==> src/rtl/round_ctrl.sv <==
// rtl/round_ctrl.sv - tug-of-war round controller: random delay, go lights, first-push detection
module round_ctrl #(
  parameter int TICK_DIV   = 50000,
  parameter int DELAY_MIN  = 100,
  parameter int RAND_BITS  = 8,
  parameter int HOLD_TICKS = 500
) (
  input  logic clk,
  input  logic rst,
  input  logic pbl,
  input  logic pbr,
  output logic winrnd,
  output logic right,
  output logic tie,
  output logic leds_on
);

  localparam int PRE_W = $clog2(TICK_DIV);
  localparam int DLY_W = $clog2(DELAY_MIN + (1 << RAND_BITS));
  localparam int HLD_W = $clog2(HOLD_TICKS + 1);

  typedef enum logic [1:0] {ARM, DELAY, LIT, HOLD} state_t;

  state_t           state_q, state_d;
  logic [PRE_W-1:0] presc_q, presc_d;
  logic [DLY_W-1:0] dly_q, dly_d;
  logic [HLD_W-1:0] hold_q, hold_d;
  logic [7:0]       lfsr_q, lfsr_d;
  logic             pbl_q, pbl_d;
  logic             pbr_q, pbr_d;
  logic             winrnd_q, winrnd_d;
  logic             right_q, right_d;
  logic             tie_q, tie_d;
  logic             leds_q, leds_d;

  logic el, er, edge_any, tick;

  // Next-state logic: edge detect, prescaler tick, LFSR step and round sequencing.
  always_comb begin
    el       = pbl & ~pbl_q;
    er       = pbr & ~pbr_q;
    edge_any = el | er;
    tick     = (presc_q == PRE_W'(TICK_DIV - 1));

    // x^8+x^6+x^5+x^4+1; a non-zero seed never reaches the all-zero lock-up state
    lfsr_d = {lfsr_q[6:0], lfsr_q[7] ^ lfsr_q[5] ^ lfsr_q[4] ^ lfsr_q[3]};
    pbl_d  = pbl;
    pbr_d  = pbr;

    state_d  = state_q;
    dly_d    = dly_q;
    hold_d   = hold_q;
    winrnd_d = 1'b0;
    right_d  = right_q;
    tie_d    = tie_q;
    leds_d   = leds_q;

    case (state_q)
      ARM: begin
        leds_d = 1'b0;
        // both buttons must be released so a held button cannot start a round
        if (!pbl && !pbr) begin
          dly_d   = DLY_W'(DELAY_MIN) + DLY_W'(lfsr_q[RAND_BITS-1:0]);
          state_d = DELAY;
        end
      end
      DELAY: begin
        leds_d = 1'b0;
        // a push wins over expiry in the same cycle: it is a jump, lights stay off
        if (edge_any) begin
          winrnd_d = 1'b1;
          right_d  = er & ~el;
          tie_d    = el & er;
          hold_d   = '0;
          state_d  = HOLD;
        end else if (tick) begin
          if (dly_q <= DLY_W'(1)) begin
            leds_d  = 1'b1;
            state_d = LIT;
          end else begin
            dly_d = dly_q - DLY_W'(1);
          end
        end
      end
      LIT: begin
        leds_d = 1'b1;
        if (edge_any) begin
          winrnd_d = 1'b1;
          right_d  = er & ~el;
          tie_d    = el & er;
          hold_d   = '0;
          state_d  = HOLD;
        end
      end
      HOLD: begin
        // leds_on keeps the light state captured at the push
        if (tick) begin
          if (hold_q == HLD_W'(HOLD_TICKS - 1)) begin
            hold_d  = '0;
            leds_d  = 1'b0;
            state_d = ARM;
          end else begin
            hold_d = hold_q + HLD_W'(1);
          end
        end
      end
      default: begin
        leds_d  = 1'b0;
        state_d = ARM;
      end
    endcase

    // every state starts with a full tick period
    presc_d = tick ? '0 : presc_q + PRE_W'(1);
    if (state_d != state_q) begin
      presc_d = '0;
    end
  end

  // State and registered outputs; reset abandons any round in progress.
  always_ff @(posedge clk or posedge rst) begin
    if (rst) begin
      state_q  <= ARM;
      presc_q  <= '0;
      dly_q    <= '0;
      hold_q   <= '0;
      lfsr_q   <= 8'h01;
      pbl_q    <= 1'b0;
      pbr_q    <= 1'b0;
      winrnd_q <= 1'b0;
      right_q  <= 1'b0;
      tie_q    <= 1'b0;
      leds_q   <= 1'b0;
    end else begin
      state_q  <= state_d;
      presc_q  <= presc_d;
      dly_q    <= dly_d;
      hold_q   <= hold_d;
      lfsr_q   <= lfsr_d;
      pbl_q    <= pbl_d;
      pbr_q    <= pbr_d;
      winrnd_q <= winrnd_d;
      right_q  <= right_d;
      tie_q    <= tie_d;
      leds_q   <= leds_d;
    end
  end

  assign winrnd  = winrnd_q;
  assign right   = right_q;
  assign tie     = tie_q;
  assign leds_on = leds_q;

endmodule
==> config.mk <==
export PLATFORM = sky130hd
export DESIGN_NAME = round_ctrl
export DESIGN_NICKNAME = d
export VERILOG_FILES = /design/src/rtl/round_ctrl.sv
export SDC_FILE = /design/constraint.sdc
export NUM_CORES = 1
export LEC_CHECK = 0
export CAP_MARGIN = 20
export CORE_ASPECT_RATIO = 1.75
export CORE_MARGIN = 10
export CORE_UTILIZATION = 25
export CTS_CLUSTER_SIZE = 40
export DETAILED_ROUTE_END_ITERATION = 10
export PLACE_DENSITY_LB_ADDON = 0.12
export SYNTH_ARGS = -nofsm -noshare
export SYNTH_HDL_FRONTEND = slang
export SYNTH_SLANG_ARGS = --single-unit
==> constraint.sdc <==
create_clock -name clk -period 4.9 [get_ports clk]
set_input_delay 0.98 -clock clk [delete_from_list [all_inputs] [get_ports clk]]
set_output_delay 0.98 -clock clk [all_outputs]
set_load 0.01 [all_outputs]
Word level (Yosys, flattened, before mapping)
Index checks and enable logic that the tools add are counted.
{"block": "totals", "out_inout_bits": 4, "input_bits": 4, "ff_bits": 50}
{"block": "classes", "reduce_logical": 11, "addsub": 4, "bitwise": 11, "order_cmp": 1, "n_eq_ne": 13, "mux": 27}
{"op": "$mux 9", "n": 7}
{"op": "$pmux 9 s2", "n": 2}
{"op": "$mux 16", "n": 2}
{"op": "$add 16x1->16 const B", "n": 1}
{"op": "$eq 16x16->1 const B", "n": 1}
{"op": "$mux 2", "n": 7}
{"op": "$ne 2x2->1 const B", "n": 6}
{"op": "$add 7x8->9 const A", "n": 1}
{"op": "$add 9x1->9 const B", "n": 1}
{"op": "$eq 9x9->1 const B", "n": 1}
{"op": "$le 9x1->1 const B", "n": 1}
{"op": "$sub 9x1->9 const B", "n": 1}
{"op": "$pmux 2 s4", "n": 1}
{"op": "$mux 1", "n": 7}
{"op": "$reduce_and 5->1", "n": 1}
{"op": "$and 1x1->1", "n": 4}
{"op": "$eq 2x2->1 const B", "n": 2}
{"op": "$pmux 1 s4", "n": 1}
{"op": "$reduce_and 2->1", "n": 2}
{"op": "$reduce_bool 2->1", "n": 2}
{"op": "$not 1->1", "n": 3}
{"op": "$reduce_and 3->1", "n": 1}
{"op": "$xor 1x1->1", "n": 3}
{"op": "$eq 2x1->1 const B", "n": 1}
{"op": "7 further kinds", "n": 8}

Depth between registers and ports, before layout
Gate-level depths: netlist (run 1).
{"block": "logic_depth", "depth_word": 7, "ltp_mapped": 8, "depth_no_buf": 7}

Worst setup path before layout (run 1)
OpenSTA, ideal clock, no wires.
{"block": "synth_timing", "kind": "input to register", "start": "input pbr", "end": "register presc_q[14]", "arrival_ns": 2.263, "required_ns": 4.765, "stages": 6, "slack_ns": 2.501, "path_cell_list": "or4bb_1 -> a211oi_1 -> a21oi_1 -> o311ai_4 -> buf_2 -> nor3_1"}
{"block": "synth_via", "elab_chain_len": 6, "elab_cells_between_ends": 10}
{"element": "start: declaration", "line_no": "11", "source": "input logic pbr,"}
{"element": "$and 1x1->1 or $logic_not 1->1 (tied branches)", "line_no": "41, 62"}
{"element": "$or 1x1->1 or $logic_and 1x1->1 (tied branches)", "line_no": "42, 62"}
{"element": "$mux 2, on equally long branches", "line_no": "87, 62, 70"}
{"element": "$pmux 2 s4 *", "line_no": "58", "source": "case (state_q)"}
{"element": "$ne 2x2->1 *", "line_no": "115", "source": "if (state_d != state_q) begin"}
{"element": "$mux 16 *", "line_no": "115"}
{"element": "net presc_d[14]", "line_no": "25", "source": "logic [PRE_W-1:0] presc_q, presc_d;"}
{"element": "end signal: assignment", "line_no": "136", "source": "presc_q <= presc_d;"}
{"element": "end: declaration", "line_no": "25"}
Mark *: on every way through the listed nets, which the timed path passes. The rest lies on a longest branch.
A chain may end at the register's enable or synchronous reset.

Worst setup path after layout (run 1)
{"block": "layout_timing", "start": "register presc_q[5]", "end": "register presc_q[3]"}
{"block": "layout_via", "elab_chain_len": 6, "elab_cells_between_ends": 8}
{"element": "$eq 16x16->1 *", "line_no": "43", "source": "tick = (presc_q == PRE_W'(TICK_DIV - 1));"}
{"element": "$mux 2", "line_no": "76", "source": "end else if (tick) begin"}
{"element": "$mux 2", "line_no": "70", "source": "if (edge_any) begin"}
{"element": "$pmux 2 s4", "line_no": "58"}
{"element": "$ne 2x2->1", "line_no": "115"}
{"element": "$mux 16 *", "line_no": "115"}
{"element": "net presc_d[3]", "line_no": "25"}
Marked as above.

==> results of run 1 <==
area by class of cell:
cell class	count	area, µm²
clock buffer	7	142.6
clock inverter	1	5.005
fill	1132	7626
inverter	8	30.03
multi-input combinational	215	1449
sequential	50	1252
tap	130	162.7
timing repair buffer	10	92.59
flip-flops by register name (all words and copies together), names as in the netlist, 2 cells and up:
register	cells
dly_q	9
hold_q	9
lfsr_q	8
presc_q	16
state_q	2
layer usage:
layer,global-route usage [%],vias up,wire (µm)
li1,-,1032,-
met1,8.404,1054,2539
met2,17.70,24,4075
met3,1.432,4,120
met4,3.403,0,113
met5,0,-,0
cells in the final DEF (no fill, tap or decap), types with 3 or more instances in the layout:
master / synthesis / final
clkbuf_16: 0 / 5
clkdlybuf4s50_1: 0 / 7
nand4_1: 4 / 4
nand4bb_1: 3 / 3
nor2b_1: 4 / 4
nor4_1: 3 / 3
nand2_1: 22 / 22
ha_1: 9 / 9
xor2_1: 14 / 14
xnor2_1: 12 / 12
and3_1: 6 / 6
nand2b_1: 4 / 4
a21oi_1: 10 / 10
dfrtp_1: 49 / 49
nand3_1: 18 / 18
nor3b_1: 3 / 3
buf_4: 0 / 3
a31oi_1: 3 / 3
nor2_1: 28 / 28
nor3_1: 12 / 12
nand3b_1: 4 / 4
a32o_1: 6 / 6
o21ai_0: 16 / 16
inv_1: 8 / 7
worst max path at each step:
stage               depth (start not counted)     endpoint  slack (ns)
global route                                5   presc_q[6]        1.71
detailed placement                          6   presc_q[3]        1.68
CTS                                         5   presc_q[3]        1.88
global placement                            6   presc_q[8]        1.75
floorplan                                   6  presc_q[14]        2.50
finish                                      5   presc_q[3]        1.93
worst reg2reg max path, delay by kind of cell (launching register included):
family | cells | cell delay (ns)
AO/OA/AOI/OAI | 2 | 0.98
AND/OR/NAND/NOR | 3 | 1.39
flip-flops | 1 | 0.44
cells in the mapped netlist (all sizes together) (2+ instances only):
cell type  instances  area share, %
nor2              28            3.8
inv                8            1.1
ha                 9            4.1
nand3             18            3.3
a21oi             10            1.8
nand4bb            3            1.2
nor4               4            1.4
xnor2             12            3.8
dfrtp             49             44
and3               6            1.4
buf                2           0.36
nand3b             4            1.1
a32o               6            2.2
or4b               4            1.6
nor2b              4           0.91
nand2b             4           0.91
xor2              14            4.4
clkbuf             6           0.81
or4bb              2           0.81
nor3b              3           0.81
o211a              2           0.72
a211o              2           0.63
nand4b             3            1.2
nor3              12            2.2
or2                2           0.45
nand4              4           0.91
o22ai              2           0.45
nand2             22            3.0
o21ai             17            3.2
a31oi              3           0.68
power breakdown:
group | switching (W) | leakage [nW] | internal [W] | total (W)
clock | 0.000152 | 0.0739 | 0.000203 | 0.000355
sequential | 0.0000672 | 0.670 | 0.000484 | 0.000552
combinational | 0.000419 | 0.573 | 0.000252 | 0.000671
cell families after synthesis:
| logic type | after synthesis | synth area share, % |
|---|---|---|
| xor gates and xnor gates | 26 | 8.239 |
| and+or+nand+nor | 126 | 25.89 |
| adders and majority gates | 9 | 4.074 |
| muxes | 2 | 0.7696 |
| buffers and inverters | 16 | 2.263 |
| AOI/OAI and AO/OA | 52 | 13.45 |
| DFF | 50 | 45.31 |
metrics by stage:
| step | hold WS (ns) | utilization [%] |
|---|---|---|
| 2_1_floorplan | 0.3488 | - |
| 3_5_place_dp | 0.3685 | 27.76 |
| 5_1_grt | 0.3949 | 29.13 |
| 3_3_place_gp | 0.3647 | 27.76 |
| 6_report | 0.3759 | 29.13 |
| 4_1_cts | 0.3822 | 29.13 |
==> results.cfg, run 1 <==
[timing]
period_share_pct = 60.67
finalHoldViolCount = 0
tightest_slew_ns = 0.8060
finClkSkew_ns = 0.006772
tns_ns = 0
fin_ws_ns = 1.927
slew_violations = 0
fmax_ghz = 0.3364
slew-limit-headroom_pct = 46.02
rsz0062_at_grt = no
layout_min_cycle_time_ns = 2.973
setup_violations = 0

[setup_path]
worst_ep_required_time_ns = 5.04
r2r_end = presc_q[3]
reg2reg_slack_ns = 1.93
path_class = flop to flop
critPathMaxStageDelay_ns = 0.71
end_kind = flop
cp.arrival_ns = 3.11
r2r_cells = 5
critPathLaunchType = flop
path_cells = or4b_4 > nor4_4 > a31oi_1 > o311ai_4 > nor3_1
crit_start = presc_q[5]
slowest_stage = o311ai_4
crit_fanout = 16
path_delay_family = simple AND/OR/NAND/NOR gates
critPathBufInv = 0
timing.rr.start = presc_q[5]

[final_layout]
final_nets = 303
drive_gt1_share_pct = 7.904
fin_area_um2 = 3134
syn_to_final_growth_pct = 13.40
stdcell_count = 421
diodes = 0

[detailed_routing]
routed_via_density = 5.021
wire_per_inst_um = 16.27
ant_nets = 0
drcViolationCount = 0
drt-total-wl_mm = 6.849
drt_iter0_markers = 82
vias = 2114
dr.pass1.iters = 4

[synthesis]
yosysSeqAreaShare_pct = 45.31
synthArstFlopShare_pct = 100.0
yosys_most_used_dff = dfrtp_1
syn-instance-count = 281
avgSynthCellArea_um2 = 9.836
syn_nets = 294
synth_edf_count = 0
yosysWarnings = 0
netlist_area_um2 = 2764
synthDistinctLibCells = 52
ys_ff_latch = 50

[placed_design]
port_buffers = 7
placedInstanceArea_um2 = 2987
dp.cells = 413
dp_hpwl_mm = 5.003
gp_congestion = 0.7237
dpl_worst_slack_ns = 1.678

[floorplan]
rows = 50
core_um2 = 10760
die_area_um2 = 15830
io_pins = 8
die_height_um = 159.1
die_w_um = 99.48
start_util_pct = 25.69

[global_route]
grt_pass1_vias = 2285
grt_pass1_wl_mm = 11.48
overflow = 0
grt_max_degree = 51
antenna_found_initial = 0
grt_usage_pct = 8.855

[worst_hold_path]
hold_start = lfsr_q[1]
hp-class = flop to flop
hold_depth = 0
worstHoldEndpoint = lfsr_q[2]

[clock_tree]
htree_levels = 2
cts.reportedPaths.clkPinSlew_ns = 0.07
cts_resized = 0
cts.sinks = 50
cts_buffers = 5
clock_tree.root_cell = clkbuf_16
cts_hold_buf = 0
cts_max_path_buffers = 2
cts_tree = done
clk_latency_ns = 0.30
post_cts_buffers = 0

[power]
p_leak_nw = 1.317
irDropWorstVdd_v = 0.0001746
total_power_w = 0.001577
power_density_nw_per_um2 = 503.3

[status]
status = completed

[flow_run]
drv_cap = 0
Note: power is estimated with default switching activity, not from simulation.
==> run 2: changes to the inputs <==
clock period = 2.65 ns   (was 4.9 ns; I/O delays follow)
==> run 2 against run 1 <==
Compared with the run above:
- core utilization is 1.8 points higher
- clock power is 110% higher
- worst hold slack improved by 0.037 ns
- global-route usage is 0.64 points higher
- critical path depth did not move
- final cell count increased by 5.7%
- die area unchanged
- non-clock buffer count up 24
- wire length increased by 6.4%
- combinational power grew 110%
- worst setup slack got worse by 1.7 ns
- largest cell class unchanged
==> results.cfg, run 2 (synthesized netlist as in run 1, its figures left out) <==
[floorplan]
core_um2 = 10760
die_area_um2 = 15830
start_util_pct = 25.69
die_w_um = 99.48
io_pins = 8
die_height_um = 159.1
rows = 50

[timing]
slew-limit-headroom_pct = 61.52
finClkSkew_ns = 0.007435
finalHoldViolCount = 0
layout_min_cycle_time_ns = 2.398
slew_violations = 0
rsz0062_at_grt = no
tns_ns = 0
setup_violations = 0
tightest_slew_ns = 0.5728
period_share_pct = 90.47
fmax_ghz = 0.4171

[global_route]
grt_max_degree = 23
grt_pass1_wl_mm = 12.24
antenna_found_initial = 0
grt_pass1_vias = 2338
overflow = 0
grt_usage_pct = 9.497

[setup_path]
path_class = flop to flop
crit_fanout = 4
critPathLaunchType = flop
cp.arrival_ns = 2.57
reg2reg_slack_ns = 0.25
worst_ep_required_time_ns = 2.83
end_kind = flop

[final_layout]
drive_gt1_share_pct = 14.60
diodes = 0
top_regs = presc_q: 16 flops, dly_q: 9 flops, hold_q: 9 flops
syn_to_final_growth_pct = 20.46
finish.utilization_pct = 30.94
final_nets = 327
largest_register_ffs = 16
max_flop_register = presc_q
final_common_cell = dfrtp_1
final_cell_mix = dfrtp_1, nor2_1, buf_4

[status]
status = completed

[clock_tree]
cts.reportedPaths.clkPinSlew_ns = 0.07
htree_levels = 2
cts_max_path_buffers = 2
cts_resized = 0
cts.sinks = 50
clk_latency_ns = 0.29
cts_tree = done
clock_tree.root_cell = clkbuf_16
cts_hold_buf = 0
cts_buffers = 5
post_cts_buffers = 2

[detailed_routing]
dr.pass1.iters = 4
wire_per_inst_um = 16.38
drt_iter0_markers = 126
drt-total-wl_mm = 7.288
routed_via_density = 4.939
ant_nets = 0
vias = 2198
drcViolationCount = 0

[power]
irDropWorstVdd_v = 0.0004142
p_leak_nw = 1.440
power_density_nw_per_um2 = 957.3

[flow_run]
drv_cap = 0

[placed_design]
port_buffers = 7
dp_hpwl_mm = 5.588
gp_congestion = 0.7862

[worst_hold_path]
hp-class = flop to flop
[run 2: changes by cell type in the layout (fill, tap and decap cells not counted), sizes merged]
| cell | delta |
|---|---|
| buf | +24 |
| bufinv | +1 |
| clkinv | -1 |
[run 2: final timing paths]
check                           startpoint   endpoint  cells past startpoint
worst min-delay path             lfsr_q[0]  lfsr_q[1]                      0
worst max-delay path            presc_q[7]   dly_q[5]                      5
min in group asynchronous              rst   dly_q[7]                      2
max in group asynchronous              rst  lfsr_q[0]                      3
worst max register to register  presc_q[7]   dly_q[5]                      5
worst min register to register   lfsr_q[0]  lfsr_q[1]                      0
[run 2: report_power, final]
| group | switching, W | internal [W] |
|---|---|---|
| Clock | 0.000284 | 0.000447 |
| Sequential | 0.000127 | 0.000896 |
| Combinational | 0.000816 | 0.000617 |
[run 2: through the flow]
stage          instance area (µm²)  power [W]  instances  setup slack, ns  hold slack, ns
4_1_cts                       3329   0.003245        445           0.2133          0.4110
3_5_place_dp                  3152   0.002440        435         -0.03461          0.3907
2_1_floorplan                 2764   0.001910        281           0.3458          0.3488
6_report                      3329   0.003187        445           0.2525          0.4125
3_3_place_gp                  3152   0.002434        435          0.02951          0.3914
5_1_grt                       3329   0.003437        445          0.05502          0.4129
[run 2: area by class of cell]
cell class / count / area, µm²
tap: 130 / 162.7
timing repair buffer: 34 / 272.8
clock inverter: 1 / 30.03
fill: 1128 / 7431
multi-input combinational: 215 / 1449
sequential: 50 / 1252
inverter: 8 / 30.03
clock buffer: 7 / 132.6
[run 2: critical path: stages, from the launching register on]
cell      delay [ns]
dfrtp_1         0.41
or4b_4          0.55
nor4_4          0.38
nand4b_2        0.17
or4b_1          0.50
a32o_1          0.28
[run 2: metal layers]
metal  wire length [µm]  share of wire (%)  GRT usage [%]
met3                137                1.9          1.823
met1               2744                 38          9.337
met4                127                1.7          3.076
met5                  0                  0              0
met2               4279                 59          18.68
==> run 3: changes to the inputs <==
CORE_UTILIZATION = 31   (was 25)
CTS_CLUSTER_SIZE = default   (was 40)
SLEW_MARGIN = 20   (was default)
==> run 3 against run 2 <==
Compared with the run above:
- wire length shrank 7.1%
- die area shrank 16%
- combinational power increased by 3%
- non-clock buffer count fell by 1
- sequential power about the same
- largest power group unchanged
==> results.cfg, run 3 (synthesized netlist as in run 1, its figures left out) <==
[timing]
slew-limit-headroom_pct = 59.26
setup_violations = 0
fmax_ghz = 0.4094
slew_violations = 0
tns_ns = 0
finalHoldViolCount = 0
fin_ws_ns = 0.2074
rsz0062_at_grt = no
finClkSkew_ns = 0.003460
layout_min_cycle_time_ns = 2.443
tightest_slew_ns = 0.6064
period_share_pct = 92.17

[setup_path]
slowest_stage = or4b_2
timing.rr.start = presc_q[10]
end_kind = flop
path_class = flop to flop
worst_ep_required_time_ns = 2.83
crit_fanout = 5
crit_start = presc_q[10]
critPathMaxStageDelay_ns = 0.65
path_cells = or4b_2 > nor4_1 > nor4b_2 > buf_4 > nand3_1 > a32o_1
cp.arrival_ns = 2.62
r2r_cells = 6
critPathLaunchType = flop

[final_layout]
diodes = 0
final_nets = 326
register_area_um2 = 1252
finish.utilization_pct = 38.24
top_regs = presc_q: 16 flops, dly_q: 9 flops, hold_q: 9 flops
stdcell_count = 431
largest_register_ffs = 16
max_flop_register = presc_q
multiInputGateArea_um2 = 1449
syn_to_final_growth_pct = 19.96
drive_gt1_share_pct = 14.65
final_cell_mix = dfrtp_1, nor2_1, buf_4
final_common_cell = dfrtp_1
fillerInstances = 913

[clock_tree]
htree_levels = 2
cts_tree = done
cts_resized = 0
cts_buffers = 5
cts_hold_buf = 0
clock_tree.root_cell = clkbuf_16
post_cts_buffers = 0
cts.sinks = 50
clk_latency_ns = 0.29
cts.reportedPaths.clkPinSlew_ns = 0.07
cts_max_path_buffers = 2

[detailed_routing]
vias = 2150
drt_iter0_markers = 65
routed_via_density = 4.988
ant_nets = 0
dr.pass1.iters = 4
drt-total-wl_mm = 6.767
drcViolationCount = 0
wire_per_inst_um = 15.70

[power]
power.share.clock_pct = 20.9
power_density_nw_per_um2 = 946.1
total_power_w = 0.003137
switchingPower_w = 0.001213
power_frac_seq_pct = 32.0
p_comb_share_pct = 47.1
p_sw_share_pct = 38.67
p_leak_nw = 1.439
p_int_w = 0.001924
irDropWorstVdd_v = 0.0004501

[worst_hold_path]
hp-class = flop to flop
hold_start = lfsr_q[1]
hold_depth = 0

[floorplan]
start_util_pct = 31.88
rows = 45
die_height_um = 144.9
io_pins = 8
core_um2 = 8671
die_area_um2 = 13240
die_w_um = 91.38

[placed_design]
dp.cells = 422
port_buffers = 7
gp_congestion = 0.7725
dp_hpwl_mm = 5.143
dpl_worst_slack_ns = 0.02828

[global_route]
antenna_found_initial = 0
overflow = 0
grt_pass1_wl_mm = 11.27
grt_usage_pct = 10.49
grt_max_degree = 32
grt_pass1_vias = 2208

[status]
status = completed

[flow_run]
drv_cap = 0
==> run 3: changes by cell type in the layout (fill, tap and decap cells not counted), sizes merged <==
cell and delta:
bufinv -1, buf -1, clkinv +1
==> run 3: final cells by class <==
cell class | count | share of cell area, %
clock buffer | 7 | 4.302
clock inverter | 1 | 0.1509
inverter | 8 | 0.9057
multi-input combinational | 215 | 43.70
sequential | 50 | 37.77
tap | 117 | 4.415
timing repair buffer | 33 | 8.755
==> run 3: per-stage QoR <==
step | hold WS, ns | area (µm²)
floorplan | 0.3488 | 2764
global placement | 0.3702 | 3148
detailed placement | 0.3693 | 3148
CTS | 0.3899 | 3296
global route | 0.4043 | 3316
finish | 0.3837 | 3316
==> run 3: routing by layer <==
metal / track usage, % / vias to the layer above / share of wire (%)
met5: 0 / - / 0
met4: 4.488 / 0 / 2.3
met3: 1.702 / 10 / 1.8
met2: 19.88 / 23 / 57
met1: 10.85 / 1041 / 39
li1: - / 1076 / -
==> run 3: power groups by stage <==
stage | Sequential [W] | Combinational [W] | Clock, W
detailed placement | 0.00102 | 0.00141 | 0
global route | 0.00102 | 0.00163 | 0.000699
floorplan | 0.00101 | 0.000899 | 0
global placement | 0.00102 | 0.00141 | 0
finish | 0.00100 | 0.00148 | 0.000655
CTS | 0.00100 | 0.00142 | 0.000680
==> run 3: critical path: cells and delay by family (launching register included) <==
| kind | cells | cell delay (ns) |
|---|---|---|
| buf+inv | 1 | 0.19 |
| compound gates | 1 | 0.27 |
| simple gates | 4 | 1.43 |
| flops | 1 | 0.43 |
==> run 3: path summary, 6_finish.rpt <==
path                                   to  slack (ns)
worst max-delay path             dly_q[6]        0.21
worst min-delay path            lfsr_q[2]        0.38
worst max register to register   dly_q[6]        0.21
worst min register to register  lfsr_q[2]        0.38
max in group asynchronous       lfsr_q[0]        1.68
min in group asynchronous          winrnd        0.47
